<file path="src/rtl/exec_pkg.sv">
// exec_pkg: shared constants for the exec_core execute slice.
// ALU operation codes, major opcodes and the funct3 -> ALU op mapping.
package exec_pkg;

    localparam logic [3:0] ALU_ADD    = 4'b0000;
    localparam logic [3:0] ALU_SUB    = 4'b0001;
    localparam logic [3:0] ALU_AND    = 4'b0010;
    localparam logic [3:0] ALU_OR     = 4'b0011;
    localparam logic [3:0] ALU_XOR    = 4'b0100;
    localparam logic [3:0] ALU_SLL    = 4'b0101;
    localparam logic [3:0] ALU_SRL    = 4'b0110;
    localparam logic [3:0] ALU_SRA    = 4'b0111;
    localparam logic [3:0] ALU_SLT    = 4'b1000;
    localparam logic [3:0] ALU_SLTU   = 4'b1001;
    localparam logic [3:0] ALU_PASS_B = 4'b1010;
    localparam logic [3:0] ALU_NOP    = 4'b1111;

    localparam logic [6:0] OPC_OPIMM  = 7'b0010011;
    localparam logic [6:0] OPC_OP     = 7'b0110011;
    localparam logic [6:0] OPC_LOAD   = 7'b0000011;
    localparam logic [6:0] OPC_STORE  = 7'b0100011;
    localparam logic [6:0] OPC_LUI    = 7'b0110111;

    // is_reg distinguishes OP (SUB allowed) from OP-IMM (funct3 000 is always ADD)
    function automatic logic [3:0] alu_from_funct(
        input logic [2:0] f3,
        input logic       f7_5,
        input logic       is_reg
    );
        logic [3:0] op;
        unique case (f3)
            3'b000:  op = (is_reg && f7_5) ? ALU_SUB : ALU_ADD;
            3'b001:  op = ALU_SLL;
            3'b010:  op = ALU_SLT;
            3'b011:  op = ALU_SLTU;
            3'b100:  op = ALU_XOR;
            3'b101:  op = f7_5 ? ALU_SRA : ALU_SRL;
            3'b110:  op = ALU_OR;
            3'b111:  op = ALU_AND;
            default: op = ALU_NOP;
        endcase
        return op;
    endfunction

endpackage

</file>
<file path="src/rtl/exec_if.sv">
// exec_if: instruction fields and operands in, decode and ALU results out.
// master = fetch/decode side, slave = exec_core.
interface exec_if;

    logic [6:0] cu_op;
    logic [2:0] funct3;
    logic       funct7_5;
    logic [7:0] A;
    logic [7:0] B;
    logic [3:0] alu_op;
    logic       mem_read;
    logic       mem_write;
    logic [7:0] result;
    logic       carry_out;

    modport master (
        output cu_op, funct3, funct7_5, A, B,
        input  alu_op, mem_read, mem_write, result, carry_out
    );

    modport slave (
        input  cu_op, funct3, funct7_5, A, B,
        output alu_op, mem_read, mem_write, result, carry_out
    );

endinterface

</file>
<file path="src/rtl/exec_tickgen.sv">
// exec_tickgen: LSI divider (clk cycles) cascaded into a WDT divider (lsi ticks).
// Ticks are decoded from the counters so they drop the moment enables or reset do.
module exec_tickgen #(
    parameter int LSI_DIV = 32,
    parameter int WDT_DIV = 128
) (
    input  logic clk,
    input  logic reset,
    input  logic en_i,
    input  logic lsi_en_i,
    output logic lsi_tick_o,
    output logic wdt_tick_o
);

    localparam int LW = $clog2(LSI_DIV);
    localparam int WW = $clog2(WDT_DIV);
    localparam logic [LW-1:0] LSI_MAX = LW'(LSI_DIV - 1);
    localparam logic [WW-1:0] WDT_MAX = WW'(WDT_DIV - 1);

    logic [LW-1:0] lsi_cnt_q, lsi_cnt_d;
    logic [WW-1:0] wdt_cnt_q, wdt_cnt_d;

    // next counts and wrap pulses; everything holds while en_i is low
    always_comb begin
        lsi_cnt_d  = lsi_cnt_q;
        wdt_cnt_d  = wdt_cnt_q;
        lsi_tick_o = 1'b0;
        wdt_tick_o = 1'b0;
        if (en_i) begin
            if (!lsi_en_i) begin
                lsi_cnt_d = '0;
            end else if (lsi_cnt_q == LSI_MAX) begin
                lsi_cnt_d  = '0;
                lsi_tick_o = 1'b1;
            end else begin
                lsi_cnt_d = lsi_cnt_q + LW'(1);
            end
            if (lsi_tick_o) begin
                if (wdt_cnt_q == WDT_MAX) begin
                    wdt_cnt_d  = '0;
                    wdt_tick_o = 1'b1;
                end else begin
                    wdt_cnt_d = wdt_cnt_q + WW'(1);
                end
            end
        end
    end

    // counter registers, cleared asynchronously
    always_ff @(posedge clk or negedge reset) begin
        if (!reset) begin
            lsi_cnt_q <= '0;
            wdt_cnt_q <= '0;
        end else begin
            lsi_cnt_q <= lsi_cnt_d;
            wdt_cnt_q <= wdt_cnt_d;
        end
    end

endmodule

</file>
<file path="src/rtl/exec_core.sv">
// exec_core: opcode decoder, registered 8-bit ALU and LSI/WDT tick generator.
// Define ALU_SHIFT_EN to build the shifter; otherwise shift codes hold like NOP.
module exec_core
    import exec_pkg::*;
#(
    parameter int LSI_DIV = 32,
    parameter int WDT_DIV = 128
) (
    input  logic  clk,
    input  logic  reset,
    input  logic  clk_enable,
    input  logic  lsi_enable,
    exec_if.slave bus,
    output logic  lsi_tick,
    output logic  wdt_tick
);

    logic [3:0] alu_op;
    logic [7:0] result_q, result_d;
    logic       carry_q, carry_d;
    logic [8:0] sum;

    // opcode decode; only LOAD and STORE raise a memory request
    always_comb begin
        alu_op        = ALU_NOP;
        bus.mem_read  = 1'b0;
        bus.mem_write = 1'b0;
        unique case (bus.cu_op)
            OPC_OPIMM: alu_op = alu_from_funct(bus.funct3, bus.funct7_5, 1'b0);
            OPC_OP:    alu_op = alu_from_funct(bus.funct3, bus.funct7_5, 1'b1);
            OPC_LOAD: begin
                alu_op       = ALU_ADD;
                bus.mem_read = 1'b1;
            end
            OPC_STORE: begin
                alu_op        = ALU_ADD;
                bus.mem_write = 1'b1;
            end
            OPC_LUI:   alu_op = ALU_PASS_B;
            default:   alu_op = ALU_NOP;
        endcase
    end

    assign bus.alu_op = alu_op;
    assign sum = {1'b0, bus.A} + {1'b0, bus.B};

    // ALU next state; unlisted codes keep the previous result and carry
    always_comb begin
        result_d = result_q;
        carry_d  = carry_q;
        case (alu_op)
            ALU_ADD: begin
                result_d = sum[7:0];
                carry_d  = sum[8];
            end
            ALU_SUB: begin
                result_d = bus.A - bus.B;
                carry_d  = (bus.A >= bus.B);
            end
            ALU_AND: begin
                result_d = bus.A & bus.B;
                carry_d  = 1'b0;
            end
            ALU_OR: begin
                result_d = bus.A | bus.B;
                carry_d  = 1'b0;
            end
            ALU_XOR: begin
                result_d = bus.A ^ bus.B;
                carry_d  = 1'b0;
            end
`ifdef ALU_SHIFT_EN
            ALU_SLL: begin
                result_d = bus.A << bus.B[2:0];
                carry_d  = 1'b0;
            end
            ALU_SRL: begin
                result_d = bus.A >> bus.B[2:0];
                carry_d  = 1'b0;
            end
            ALU_SRA: begin
                result_d = 8'($signed(bus.A) >>> bus.B[2:0]);
                carry_d  = 1'b0;
            end
`endif
            ALU_SLT: begin
                result_d = {7'b0, ($signed(bus.A) < $signed(bus.B))};
                carry_d  = 1'b0;
            end
            ALU_SLTU: begin
                result_d = {7'b0, (bus.A < bus.B)};
                carry_d  = 1'b0;
            end
            ALU_PASS_B: begin
                result_d = bus.B;
                carry_d  = 1'b0;
            end
            default: begin
                result_d = result_q;
                carry_d  = carry_q;
            end
        endcase
    end

    // ALU output register, advances only on enabled cycles
    always_ff @(posedge clk or negedge reset) begin
        if (!reset) begin
            result_q <= '0;
            carry_q  <= 1'b0;
        end else if (clk_enable) begin
            result_q <= result_d;
            carry_q  <= carry_d;
        end
    end

    assign bus.result    = result_q;
    assign bus.carry_out = carry_q;

    exec_tickgen #(
        .LSI_DIV(LSI_DIV),
        .WDT_DIV(WDT_DIV)
    ) u_tickgen (
        .clk       (clk),
        .reset     (reset),
        .en_i      (clk_enable),
        .lsi_en_i  (lsi_enable),
        .lsi_tick_o(lsi_tick),
        .wdt_tick_o(wdt_tick)
    );

endmodule

</file>
<file path="src/flat_wrapper.sv">
// flat-port wrapper written by rule: the top's interface ports become plain ports
module exec_core_flat import exec_pkg::*;
#(
    parameter int LSI_DIV = 32,
    parameter int WDT_DIV = 128
)
  (clk, reset, clk_enable, lsi_enable, lsi_tick, wdt_tick, bus_cu_op, bus_funct3, bus_funct7_5, bus_A, bus_B, bus_alu_op, bus_mem_read, bus_mem_write, bus_result, bus_carry_out);
  exec_if bus_i ();
  input  logic clk;
  input  logic reset;
  input  logic clk_enable;
  input  logic lsi_enable;
  output logic lsi_tick;
  output logic wdt_tick;
  input wire logic [$bits(bus_i.cu_op)-1:0] bus_cu_op;
  input wire logic [$bits(bus_i.funct3)-1:0] bus_funct3;
  input wire logic [$bits(bus_i.funct7_5)-1:0] bus_funct7_5;
  input wire logic [$bits(bus_i.A)-1:0] bus_A;
  input wire logic [$bits(bus_i.B)-1:0] bus_B;
  output wire logic [$bits(bus_i.alu_op)-1:0] bus_alu_op;
  output wire logic [$bits(bus_i.mem_read)-1:0] bus_mem_read;
  output wire logic [$bits(bus_i.mem_write)-1:0] bus_mem_write;
  output wire logic [$bits(bus_i.result)-1:0] bus_result;
  output wire logic [$bits(bus_i.carry_out)-1:0] bus_carry_out;
  assign bus_i.cu_op = bus_cu_op;
  assign bus_i.funct3 = bus_funct3;
  assign bus_i.funct7_5 = bus_funct7_5;
  assign bus_i.A = bus_A;
  assign bus_i.B = bus_B;
  assign bus_alu_op = bus_i.alu_op;
  assign bus_mem_read = bus_i.mem_read;
  assign bus_mem_write = bus_i.mem_write;
  assign bus_result = bus_i.result;
  assign bus_carry_out = bus_i.carry_out;
  exec_core #(.LSI_DIV(LSI_DIV), .WDT_DIV(WDT_DIV)) u_core (.clk(clk), .reset(reset), .clk_enable(clk_enable), .lsi_enable(lsi_enable), .bus(bus_i), .lsi_tick(lsi_tick), .wdt_tick(wdt_tick));
endmodule
</file>
<file path="config.mk">
export PLATFORM = sky130hd
export DESIGN_NAME = exec_core_flat
export DESIGN_NICKNAME = d
export VERILOG_FILES = /design/src/rtl/exec_pkg.sv /design/src/rtl/exec_if.sv /design/src/rtl/exec_tickgen.sv /design/src/rtl/exec_core.sv /design/src/flat_wrapper.sv
export SDC_FILE = /design/constraint.sdc
export NUM_CORES = 1
export LEC_CHECK = 0
export ABC_CLOCK_PERIOD_IN_PS = 3400
export CAP_MARGIN = 20
export CORE_MARGIN = 4
export CORE_UTILIZATION = 57
export DETAILED_ROUTE_END_ITERATION = 8
export PLACE_DENSITY = 0.83
export SLEW_MARGIN = 20
export SYNTH_ARGS = -nofsm -noshare
export SYNTH_HDL_FRONTEND = slang
export SYNTH_SLANG_ARGS = --single-unit
</file>
<file path="constraint.sdc">
create_clock -name clk -period 3.4 [get_ports clk]
set_input_delay 0.68 -clock clk [delete_from_list [all_inputs] [get_ports clk]]
set_output_delay 0.68 -clock clk [all_outputs]
set_load 0.05 [all_outputs]
</file>
==> results of run 1 <==
==> metal layers <==
metal  vias to the layer above  share of wire [%]
met5                         -                  0
met4                         0                3.1
met3                        21                8.8
met2                       142                 45
met1                      1185                 43
li1                       1199                  -
==> state kept, by name (all words and copies together), names as in the netlist <==
name and flops:
u_core.u_tickgen.wdt_cnt_q 7, u_core.bus.carry_out 1, u_core.bus.result 8, u_core.u_tickgen.lsi_cnt_q 5
==> power breakdown <==
group          leakage (nW)  switching (mW)  total, mW  internal, mW
logic                  1.07           0.289      0.487         0.198
registers             0.272          0.0249      0.311         0.286
clock network        0.0228          0.0810      0.165        0.0835
==> cells in the mapped netlist (3+ instances only) <==
cell type,number,share of area (%)
sky130_fd_sc_hd__nand4_1,4,1.0
sky130_fd_sc_hd__nor4_1,3,0.75
sky130_fd_sc_hd__buf_6,5,2.2
sky130_fd_sc_hd__a221oi_1,3,1.0
sky130_fd_sc_hd__mux2_2,3,1.3
sky130_fd_sc_hd__ha_1,27,13
sky130_fd_sc_hd__inv_1,28,4.2
sky130_fd_sc_hd__nor2b_1,6,1.5
sky130_fd_sc_hd__nand2b_1,4,1.0
sky130_fd_sc_hd__a21oi_1,13,2.6
sky130_fd_sc_hd__buf_2,7,1.4
sky130_fd_sc_hd__o21ai_0,21,4.2
sky130_fd_sc_hd__nand2_1,37,5.5
sky130_fd_sc_hd__nor3_1,9,1.8
sky130_fd_sc_hd__xnor2_1,9,3.1
sky130_fd_sc_hd__and2_1,4,1.0
sky130_fd_sc_hd__dfrtp_1,21,21
sky130_fd_sc_hd__o211ai_1,5,1.5
sky130_fd_sc_hd__nor2_1,23,3.4
sky130_fd_sc_hd__mux2i_1,6,2.4
sky130_fd_sc_hd__o21bai_1,4,1.2
sky130_fd_sc_hd__o22ai_1,4,1.0
sky130_fd_sc_hd__o31ai_1,3,0.90
sky130_fd_sc_hd__nand3_1,13,2.6
sky130_fd_sc_hd__clkbuf_1,4,0.60
sky130_fd_sc_hd__o22a_1,3,1.0
==> stage by stage <==
step	hold slack [ns]	power [mW]	worst slack [ns]	std cells
after floorplan	0.3844	0.6257	0.2752	315
after global placement	0.4646	0.7886	0.1357	407
after detailed placement	0.4684	0.7966	0.02900	407
after CTS	0.4785	0.9606	0.2744	411
after global routing	0.4866	1.014	0.09683	411
final	0.4798	0.9617	0.2759	411
==> kinds of logic after synthesis <==
kind of cell             share of synthesized area (%)
AND/OR/NAND/NOR                                  24.69
AO/OA/AOI/OAI                                    23.25
buffers and inverters                            8.561
adder cells (fa/ha/maj)                          15.03
flip-flops                                       20.91
XOR/XNOR                                         3.833
multiplexers                                     3.733
==> final timing paths <==
check	startpoint	to	slack, ns
max	bus_funct3[0]	bus_alu_op[0]	0.28
max reg2reg	u_core.u_tickgen.lsi_cnt_q[0]	u_core.u_tickgen.wdt_cnt_q[4]	1.54
max in group asynchronous	reset	u_core.u_tickgen.wdt_cnt_q[6]	1.90
min	u_core.u_tickgen.wdt_cnt_q[4]	u_core.u_tickgen.wdt_cnt_q[4]	0.48
min in group asynchronous	reset	u_core.u_tickgen.lsi_cnt_q[4]	0.93
min reg2reg	u_core.u_tickgen.wdt_cnt_q[4]	u_core.u_tickgen.wdt_cnt_q[4]	0.48
==> cell type report <==
cell class	count	area (µm²)
Timing Repair Buffer	59	603.1
Multi-Input combinational cell	249	1773
Clock buffer	4	45.04
Sequential cell	21	525.5
Fill cell	345	1030
Inverter	28	105.1
Tap cell	50	62.56
==> worst max-delay path, stage by stage <==
cell	delay, ns
sky130_fd_sc_hd__clkdlybuf4s50_1	0.71
sky130_fd_sc_hd__mux2i_1	0.29
sky130_fd_sc_hd__nand2b_1	0.16
sky130_fd_sc_hd__a21oi_1	0.06
sky130_fd_sc_hd__o21ai_0	0.36
sky130_fd_sc_hd__buf_12	0.19
==> summary.md, run 1 <==
| Metric | Value |
|---|---|
| Detailed placer's ending HPWL | `5549 µm` |
| Diodes inserted | `0` |
| Max Cap Viol | `0` |
| Final setup fails | `0` |
| WL final | `6935 µm` |
| GRT Resource Usage Total | `26.15%` |
| Required time of the critical path | `2.72 ns` |
| Fin crit share | `91.88%` |
| Remaining antenna violation count after routing | `0` |
| Number of global-route vias before repair | `2464` |
| Setup repair after global routing missed its margin | `no` |
| Resize count post-CTS | `0` |
| Crit Path Max Fanout | `9` |
| Net count of the mapped netlist | `375` |
| DRC marker count from the first detailed-route iteration | `248` |
| Std-Cell Core Area | `4144 µm²` |
| Post-route clock skew | `0.001596 ns` |
| Area enclosed by the die boundary | `5536 µm²` |
| Commonest non-fill, non-tap cells in the layout | `sky130_fd_sc_hd__clkdlybuf4s50_1 (39), sky130_fd_sc_hd__nand2_1 (37), sky130_fd_sc_hd__inv_1 (28)` |
| Number of primary I/O pins | `48` |
| Number of detailed-route iterations in the first pass | `6` |
| Total Neg Setup Slack | `0 ns` |
| Deepest level of the CTS H-tree | `1` |
| Met3 global-route usage | `3.378%` |
| Total of hold buffers inserted after clock tree synthesis | `0` |
| Number of cells on the worst hold path | `1` |
| Logic depth of the worst register-to-register path | `7` |
| Met1 Usage GRT | `36.55%` |
| Time the final worst path needs with I/O delays and setup | `3.124 ns` |
| Layer with the highest usage | `met2` |
| Vias per cell | `6.197` |
| CTS Buf Count | `3` |
| Final weighted congestion of routability-driven global placement | `0.9956` |
| Buffers inserted during post-CTS setup optimization | `0` |
| Seq cells post-synth | `21` |
| Headroom to the max-slew limit | `38.11%` |
| Die extent in x | `74.41 µm` |
| Number of library cell types mapped by synthesis | `61` |
| First-pass GRT wire length | `11300 µm` |
| Total vias in the final route | `2547` |
| Maximum root-to-sink buffer count | `2` |
| Commonest non-fill, non-tap cell in the layout | `sky130_fd_sc_hd__clkdlybuf4s50_1` |
| Leakage power | `1.361 nW` |
| Worst setup EP type | `output pin` |
| Floorplan row count | `23` |
| Seq/Total Area, Yosys | `20.91%` |
| Fin area | `3114 µm²` |
| Cell count after synthesis | `315` |
| Arrival time at the worst endpoint | `2.44 ns` |
| CTS clk-pin slew, worst paths | `0.08 ns` |
| Detailed-route DRC error count | `0` |
| Number of warnings reported in the yosys synthesis log | `0` |
| Average cell area after synthesis | `7.980 µm²` |
| NumNets Final | `422` |
| Post-synthesis async set-or-reset flop share | `100.0%` |
| Number of buffers inserted by port buffering | `47` |
| Most used DFF post-synth | `sky130_fd_sc_hd__dfrtp_1` |
| Outcome | `complete, no violations` |
| Type of the worst setup path | `in -> out` |
| Share of post-route cells with drive strength above 1 | `10.80%` |
| Critical path startpoint category | `input port` |
| Clock latency of the later-clocked register in the worst-skew pair | `0.26 ns` |
| Met2 Track Usage GR | `40.98%` |
| Number of hold-slack violations in the final timing report | `0` |
| Clock root buffer | `sky130_fd_sc_hd__clkbuf_8` |
| Worst hold path type | `reg -> reg` |
| Initial antenna violation count | `0` |
| Number of enable flip-flop cells after synthesis | `0` |
| Least-Margin Pin Slew | `0.9255 ns` |
| Area grow syn2layout | `23.89%` |
| TritonCTS clock tree | `done` |
| Utilization of the core after routing | `75.15%` |
| Peak clock frequency supported by timing | `320.1 MHz` |
| Placed inst area | `3069 µm²` |
| Maximum number of pins on one net before global-route repair | `22` |
| Vertical extent of the die | `74.41 µm` |
| Grt ovf | `0` |
| Routed wirelength normalized by instance count | `16.87 µm` |
| Ratio of total power to cell area | `308.8 nW/µm²` |
| Peak ir drop on the vdd network | `0.3562 mV` |
| Starting utilization of the core area | `60.66%` |
| Num Clock Sinks | `21` |
| Synthesized cell area | `2514 µm²` |
| Final number of max-transition violations | `0` |
Note: power is estimated with default switching activity, not from simulation.
==> run 2, diff against run 1 <==
--- a/config.mk
+++ b/config.mk
@@ -8,10 +8,12 @@
 export ABC_CLOCK_PERIOD_IN_PS = 3400
 export CAP_MARGIN = 20
 export CORE_MARGIN = 4
-export CORE_UTILIZATION = 57
+export CORE_UTILIZATION = 58
 export DETAILED_ROUTE_END_ITERATION = 8
-export PLACE_DENSITY = 0.83
+export GPL_TIMING_DRIVEN = 0
+export PLACE_DENSITY = 0.84
 export SLEW_MARGIN = 20
 export SYNTH_ARGS = -nofsm -noshare
 export SYNTH_HDL_FRONTEND = slang
+export SYNTH_HIERARCHICAL = 1
 export SYNTH_SLANG_ARGS = --single-unit
==> summary.md, run 2 <==
| Metric | Value |
|---|---|
| Peak ir drop on the vdd network | `0.1916 mV` |
| Cell family with the largest share of critical-path delay | `buffers and inverters` |
| Number of primary I/O pins | `48` |
| Largest area contributor in the synthesized netlist | `sky130_fd_sc_hd__dfrtp_1` |
| Die extent in x | `75.90 µm` |
| Area enclosed by the die boundary | `5760 µm²` |
| Fraction of synthesized cell area taken by the top area cell type | `19.65%` |
| Slack of the critical path | `0.1039 ns` |
| Fin crit share | `96.94%` |
| CTS clk-pin slew, worst paths | `0.09 ns` |
| Number of global-route vias before repair | `2587` |
| Leakage power | `1.400 nW` |
| Deepest level of the CTS H-tree | `1` |
| Maximum root-to-sink buffer count | `2` |
| Critical path buffer and inverter count | `2` |
| Max Cap Viol | `0` |
| Relative contribution of sequential cells to total power | `31.4%` |
| Diodes inserted | `0` |
| Share of post-route cells with drive strength above 1 | `11.11%` |
| Number of buffers inserted by port buffering | `45` |
| Critical path startpoint category | `input port` |
| WL final | `7343 µm` |
| Outcome | `complete, no violations` |
| Worst hold path type | `in -> async` |
| Area grow syn2layout | `20.82%` |
| Seq cells post-synth | `21` |
| Series of cell instances along the critical path | `clkdlybuf4s50_1 -> nand3_1 -> o21a_1 -> o21ai_4 -> nand2_1 -> dlygate4sd2_1` |
| Cell with the largest stage delay on the worst path | `sky130_fd_sc_hd__clkdlybuf4s50_1` |
| Clock latency of the later-clocked register in the worst-skew pair | `0.27 ns` |
| Number of inserted filler cells in the final layout | `378` |
| Final number of max-transition violations | `0` |
| Leading cell types by total area after synthesis | `sky130_fd_sc_hd__dfrtp_1 (20%), sky130_fd_sc_hd__ha_1 (13%), sky130_fd_sc_hd__inv_1 (3.9%), sky130_fd_sc_hd__o21ai_0 (3.4%), sky130_fd_sc_hd__nand2_1 (3.4%)` |
| Number of warnings reported in the yosys synthesis log | `6` |
| Stage delay of the slowest cell on the critical path | `0.55 ns` |
| Most used DFF post-synth | `sky130_fd_sc_hd__dfrtp_1` |
| Depth of the critical timing path with buffers and inverters included | `6` |
| Type of the worst setup path | `in -> out` |
| Number of detailed-route iterations in the first pass | `5` |
| Final weighted congestion of routability-driven global placement | `0.9417` |
| Utilization of the core after routing | `73.19%` |
| Commonest non-fill, non-tap cell in the layout | `sky130_fd_sc_hd__clkdlybuf4s50_1` |
| GRT Resource Usage Total | `26.57%` |
| Number of hold-slack violations in the final timing report | `0` |
| Total Neg Setup Slack | `0 ns` |
| Detailed placer's ending HPWL | `5755 µm` |
| Detailed-route DRC error count | `0` |
| NumNets Final | `430` |
| Proportion of total power due to net switching | `42.42%` |
| Vias per cell | `6.385` |
| Num Clock Sinks | `21` |
| TritonCTS clock tree | `done` |
| Number of library cell types mapped by synthesis | `70` |
| Largest register FFs | `8` |
| First-pass GRT wire length | `11760 µm` |
| Clock root buffer | `sky130_fd_sc_hd__clkbuf_8` |
| Net switching power figure | `413.0 µW` |
| Final setup fails | `0` |
| Setup repair after global routing missed its margin | `no` |
| Logic depth of the worst register-to-register path | `6` |
| Count leader, synth | `sky130_fd_sc_hd__inv_1` |
| Synthesized cell area | `2674 µm²` |
| Total vias in the final route | `2688` |
| CTS Buf Count | `3` |
| Post-Place Setup Slack | `-0.1157 ns` |
| Required time of the critical path | `2.72 ns` |
| Buffers inserted during post-CTS setup optimization | `0` |
| Commonest non-fill, non-tap cells in the layout | `sky130_fd_sc_hd__clkdlybuf4s50_1 (38), sky130_fd_sc_hd__inv_1 (28), sky130_fd_sc_hd__ha_1 (27)` |
| Vertical extent of the die | `75.90 µm` |
| Remaining antenna violation count after routing | `0` |
| Crit Path Max Fanout | `8` |
| Average cell area after synthesis | `8.356 µm²` |
| Grt ovf | `0` |
| Net count of the mapped netlist | `380` |
| Seq/Total Area, Yosys | `19.65%` |
| Logic gate share of total power | `50.5%` |
| Placed inst area | `3189 µm²` |
| Fin area | `3231 µm²` |
| Routed wirelength normalized by instance count | `17.44 µm` |
| Cell count after synthesis | `320` |
| Maximum number of pins on one net before global-route repair | `22` |
| Ratio of total power to cell area | `301.3 nW/µm²` |
| Number of enable flip-flop cells after synthesis | `0` |
| Least-Margin Pin Slew | `0.5516 ns` |
| Post-synthesis async set-or-reset flop share | `100.0%` |
| Time the final worst path needs with I/O delays and setup | `3.296 ns` |
| Cell internal pwr | `560.5 µW` |
| DRC marker count from the first detailed-route iteration | `192` |
| Clock share of power | `18.1%` |
| Worst setup EP type | `output pin` |
| Peak clock frequency supported by timing | `303.4 MHz` |
| Arrival time at the worst endpoint | `2.62 ns` |
| Floorplan row count | `24` |
| Std-Cell Core Area | `4414 µm²` |
| Ranking of synthesized cells by instance count | `sky130_fd_sc_hd__inv_1 (28), sky130_fd_sc_hd__ha_1 (27), sky130_fd_sc_hd__nand2_1 (24)` |
| Headroom to the max-slew limit | `62.89%` |
| Starting utilization of the core area | `60.57%` |
| Post-route clock skew | `0.01234 ns` |
| Initial antenna violation count | `0` |
run 2: timing repair:
action,4_1_cts,5_1_grt
gates resized for setup,4,2
hold buffers,0,0
endpoints found under the setup margin,4,2
run 2: per-stage QoR:
stage	std cells	power [mW]	hold slack, ns
floorplan	320	0.6301	0.3844
global placement	417	0.7860	0.4586
detailed placement	417	0.7974	0.4580
CTS	421	0.9745	0.4802
global route	421	1.030	0.4039
finish	421	0.9735	0.3656
run 2: per-layer routing:
layer | share of wire (%) | GRT usage (%)
met2 | 46 | 44.01
met3 | 8.2 | 3.430
met4 | 3.3 | 11.07
met5 | 0 | 0
met1 | 42 | 34.65
run 2: power groups by stage:
stage / combinational [mW] / clock (mW) / sequential, mW
finish: 0.492 / 0.176 / 0.305
floorplan: 0.215 / 0 / 0.415
CTS: 0.489 / 0.180 / 0.305
detailed placement: 0.488 / 0 / 0.310
global route: 0.523 / 0.198 / 0.310
global placement: 0.477 / 0 / 0.309
run 2: path summary, 6_finish.rpt:
kind | end | slack [ns] | start
hold reg to reg | u_core/u_tickgen/wdt_cnt_q[6] | 0.48 | u_core/u_tickgen/wdt_cnt_q[6]
min in group clk | u_core/u_tickgen/wdt_cnt_q[6] | 0.48 | u_core/u_tickgen/wdt_cnt_q[6]
setup / recovery | bus_alu_op[0] | 0.10 | bus_cu_op[5]
hold / removal | u_core/bus.result[0] | 0.37 | reset
setup reg to reg | u_core/u_tickgen/lsi_cnt_q[3] | 1.69 | u_core/u_tickgen/lsi_cnt_q[0]
max in group asynchronous | u_core/bus.carry_out | 2.68 | reset
run 2: cell families after synthesis:
family / after synthesis / synth area share [%]
xor gates and xnor gates: 9 / 2.948
muxes: 2 / 0.7487
DFF: 21 / 19.65
and+or+nand+nor: 114 / 24.75
adders and majority gates: 29 / 14.13
buffers and inverters: 42 / 8.938
AOI/OAI and AO/OA: 103 / 28.83
run 2: layout make-up:
cell class	instances	area, µm²	area share [%]
Inverter	28	105.1	3.253
Clock inverter	1	5.005	0.1549
Multi-Input combinational cell	257	1909	59.10
Clock buffer	3	41.29	1.278
Buffer	14	133.9	4.144
Timing Repair Buffer	45	445.4	13.79
Tap cell	52	65.06	2.014
Sequential cell	21	525.5	16.27
==> run 3, diff against run 2 <==
--- a/config.mk
+++ b/config.mk
@@ -6,13 +6,13 @@
 export NUM_CORES = 1
 export LEC_CHECK = 0
 export ABC_CLOCK_PERIOD_IN_PS = 3400
-export CAP_MARGIN = 20
+export CAP_MARGIN = 15
 export CORE_MARGIN = 4
 export CORE_UTILIZATION = 58
 export DETAILED_ROUTE_END_ITERATION = 8
 export GPL_TIMING_DRIVEN = 0
 export PLACE_DENSITY = 0.84
-export SLEW_MARGIN = 20
+export SLEW_MARGIN = 5
 export SYNTH_ARGS = -nofsm -noshare
 export SYNTH_HDL_FRONTEND = slang
 export SYNTH_HIERARCHICAL = 1
==> summary.md, run 3 (synthesis gave the netlist of run 2 again) <==
| Metric | Value |
|---|---|
| Detailed placer's ending HPWL | `5755 µm` |
| Share of post-route cells with drive strength above 1 | `11.08%` |
| Grt ovf | `0` |
| Utilization of the core after routing | `73.92%` |
| Largest register FFs | `8` |
| Peak clock frequency supported by timing | `303.0 MHz` |
| Final setup fails | `0` |
| Starting utilization of the core area | `60.57%` |
| Outcome | `complete, no violations` |
| Final weighted congestion of routability-driven global placement | `0.9417` |
| Resize count post-CTS | `4` |
| Met1 Usage GRT | `34.65%` |
| Least-Margin Pin Slew | `0.5719 ns` |
| Met2 Track Usage GR | `44.01%` |
| Critical path startpoint category | `input port` |
| Area grow syn2layout | `22.04%` |
| Die extent in x | `75.90 µm` |
| Slack of the critical path | `0.09982 ns` |
| Type of the worst setup path | `in -> out` |
| Required time of the critical path | `2.72 ns` |
| Total of hold buffers inserted after clock tree synthesis | `0` |
| GRT Resource Usage Total | `26.57%` |
| Num Clock Sinks | `21` |
| Met3 global-route usage | `3.430%` |
| Deepest level of the CTS H-tree | `1` |
| Final number of max-transition violations | `0` |
| Reg-to-reg critical path startpoint | `u_core/u_tickgen/lsi_cnt_q[0]` |
| Fin crit share | `97.06%` |
| Post-route clock skew | `0.008334 ns` |
| Total vias in the final route | `2666` |
| Vias per cell | `6.318` |
| Buffers inserted during post-CTS setup optimization | `0` |
| Worst hold path type | `reg -> reg` |
| Floorplan row count | `24` |
| Std-Cell Core Area | `4414 µm²` |
| Clock latency of the later-clocked register in the worst-skew pair | `0.27 ns` |
| Initial antenna violation count | `0` |
| Arrival time at the worst endpoint | `2.62 ns` |
| Number of primary I/O pins | `48` |
| Clock root buffer | `sky130_fd_sc_hd__clkbuf_8` |
| Number of buffers inserted by port buffering | `45` |
| Maximum root-to-sink buffer count | `2` |
| Time the final worst path needs with I/O delays and setup | `3.300 ns` |
| WL final | `7422 µm` |
| TritonCTS clock tree | `done` |
| CTS Buf Count | `3` |
| Remaining antenna violation count after routing | `0` |
| First-pass GRT wire length | `11760 µm` |
| Headroom to the max-slew limit | `61.52%` |
| Number of global-route vias before repair | `2587` |
| Layer with the highest usage | `met2` |
| Setup repair after global routing missed its margin | `no` |
| Area of combinational cells with multiple inputs | `1909 µm²` |
| Start point of the critical path | `bus_cu_op[5]` |
| Vertical extent of the die | `75.90 µm` |
| DRC marker count from the first detailed-route iteration | `189` |
| Worst setup EP type | `output pin` |
| Commonest non-fill, non-tap cell in the layout | `sky130_fd_sc_hd__clkdlybuf4s50_1` |
| Number of inserted filler cells in the final layout | `371` |
| Number of detailed-route iterations in the first pass | `6` |
| Ratio of total power to cell area | `299.2 nW/µm²` |
| Area taken by flip-flops and latches | `525.5 µm²` |
| Maximum number of pins on one net before global-route repair | `22` |
| Post-Place Setup Slack | `-0.1157 ns` |
| Number of hold-slack violations in the final timing report | `0` |
| CTS clk-pin slew, worst paths | `0.08 ns` |
| Crit Path Max Fanout | `8` |
| Internal reg-to-reg setup slack | `1.70 ns` |
| NumNets Final | `431` |
| Routed wirelength normalized by instance count | `17.59 µm` |
| Peak ir drop on the vdd network | `0.1905 mV` |
| Diodes inserted | `0` |
| Max Cap Viol | `0` |
| Leakage power | `1.412 nW` |
| Commonest non-fill, non-tap cells in the layout | `sky130_fd_sc_hd__clkdlybuf4s50_1 (39), sky130_fd_sc_hd__inv_1 (28), sky130_fd_sc_hd__ha_1 (27)` |
| Area enclosed by the die boundary | `5760 µm²` |
| Critical hold path startpoint | `u_core/u_tickgen/wdt_cnt_q[6]` |
| Detailed-route DRC error count | `0` |
==> run 3: cell count changes in the layout (fill, tap and decap cells not counted) <==
cell,previous run,this run
sky130_fd_sc_hd__buf_2,2,1
sky130_fd_sc_hd__buf_16,0,1
sky130_fd_sc_hd__clkdlybuf4s50_1,38,39
==> run 3: where the power goes <==
group / internal (mW) / switching, mW
combinational: 0.199 / 0.299
sequential: 0.284 / 0.0215
clock: 0.0819 / 0.0913
==> run 3: cell type report <==
class | instances | share of cell area, %
multi-input combinational | 257 | 58.51
inverter | 28 | 3.221
tap | 52 | 1.994
buffer | 14 | 4.103
clock buffer | 3 | 1.265
timing repair buffer | 46 | 14.65
clock inverter | 1 | 0.1534
sequential | 21 | 16.10
==> run 3: critical path, stage by stage <==
cell and delay, ns:
sky130_fd_sc_hd__clkdlybuf4s50_1 0.54, sky130_fd_sc_hd__nand3_1 0.21, sky130_fd_sc_hd__o21a_1 0.34, sky130_fd_sc_hd__o21ai_4 0.17, sky130_fd_sc_hd__nand2_1 0.13, sky130_fd_sc_hd__dlygate4sd2_1 0.54
==> run 3: final timing paths <==
kind	end	cells after the start
min in group asynchronous	u_core/bus.result[0]	1
hold reg to reg	u_core/u_tickgen/wdt_cnt_q[6]	1
hold / removal	u_core/u_tickgen/wdt_cnt_q[6]	1
max in group asynchronous	u_core/bus.carry_out	2
setup / recovery	bus_alu_op[0]	6
setup reg to reg	u_core/u_tickgen/lsi_cnt_q[3]	6
==> run 3: per-layer routing <==
layer / part of all wire (%) / wire length (µm)
met4: 3.8 / 282
met5: 0 / 0
met2: 46 / 3415
met1: 42 / 3118
met3: 8.2 / 605
==> run 3: metrics by stage <==
stage                     cell area (µm²)  power, mW  TNS, ns  hold WS (ns)  cells
after floorplan                      2674     0.6301        0        0.3844    320
after global placement               3189     0.7860  -0.2056        0.4586    417
after detailed placement             3189     0.7974  -0.2385        0.4580    417
after CTS                            3231     0.9745        0        0.4802    421
after global routing                 3263      1.035        0        0.5057    422
final                                3263     0.9764        0        0.4840    422
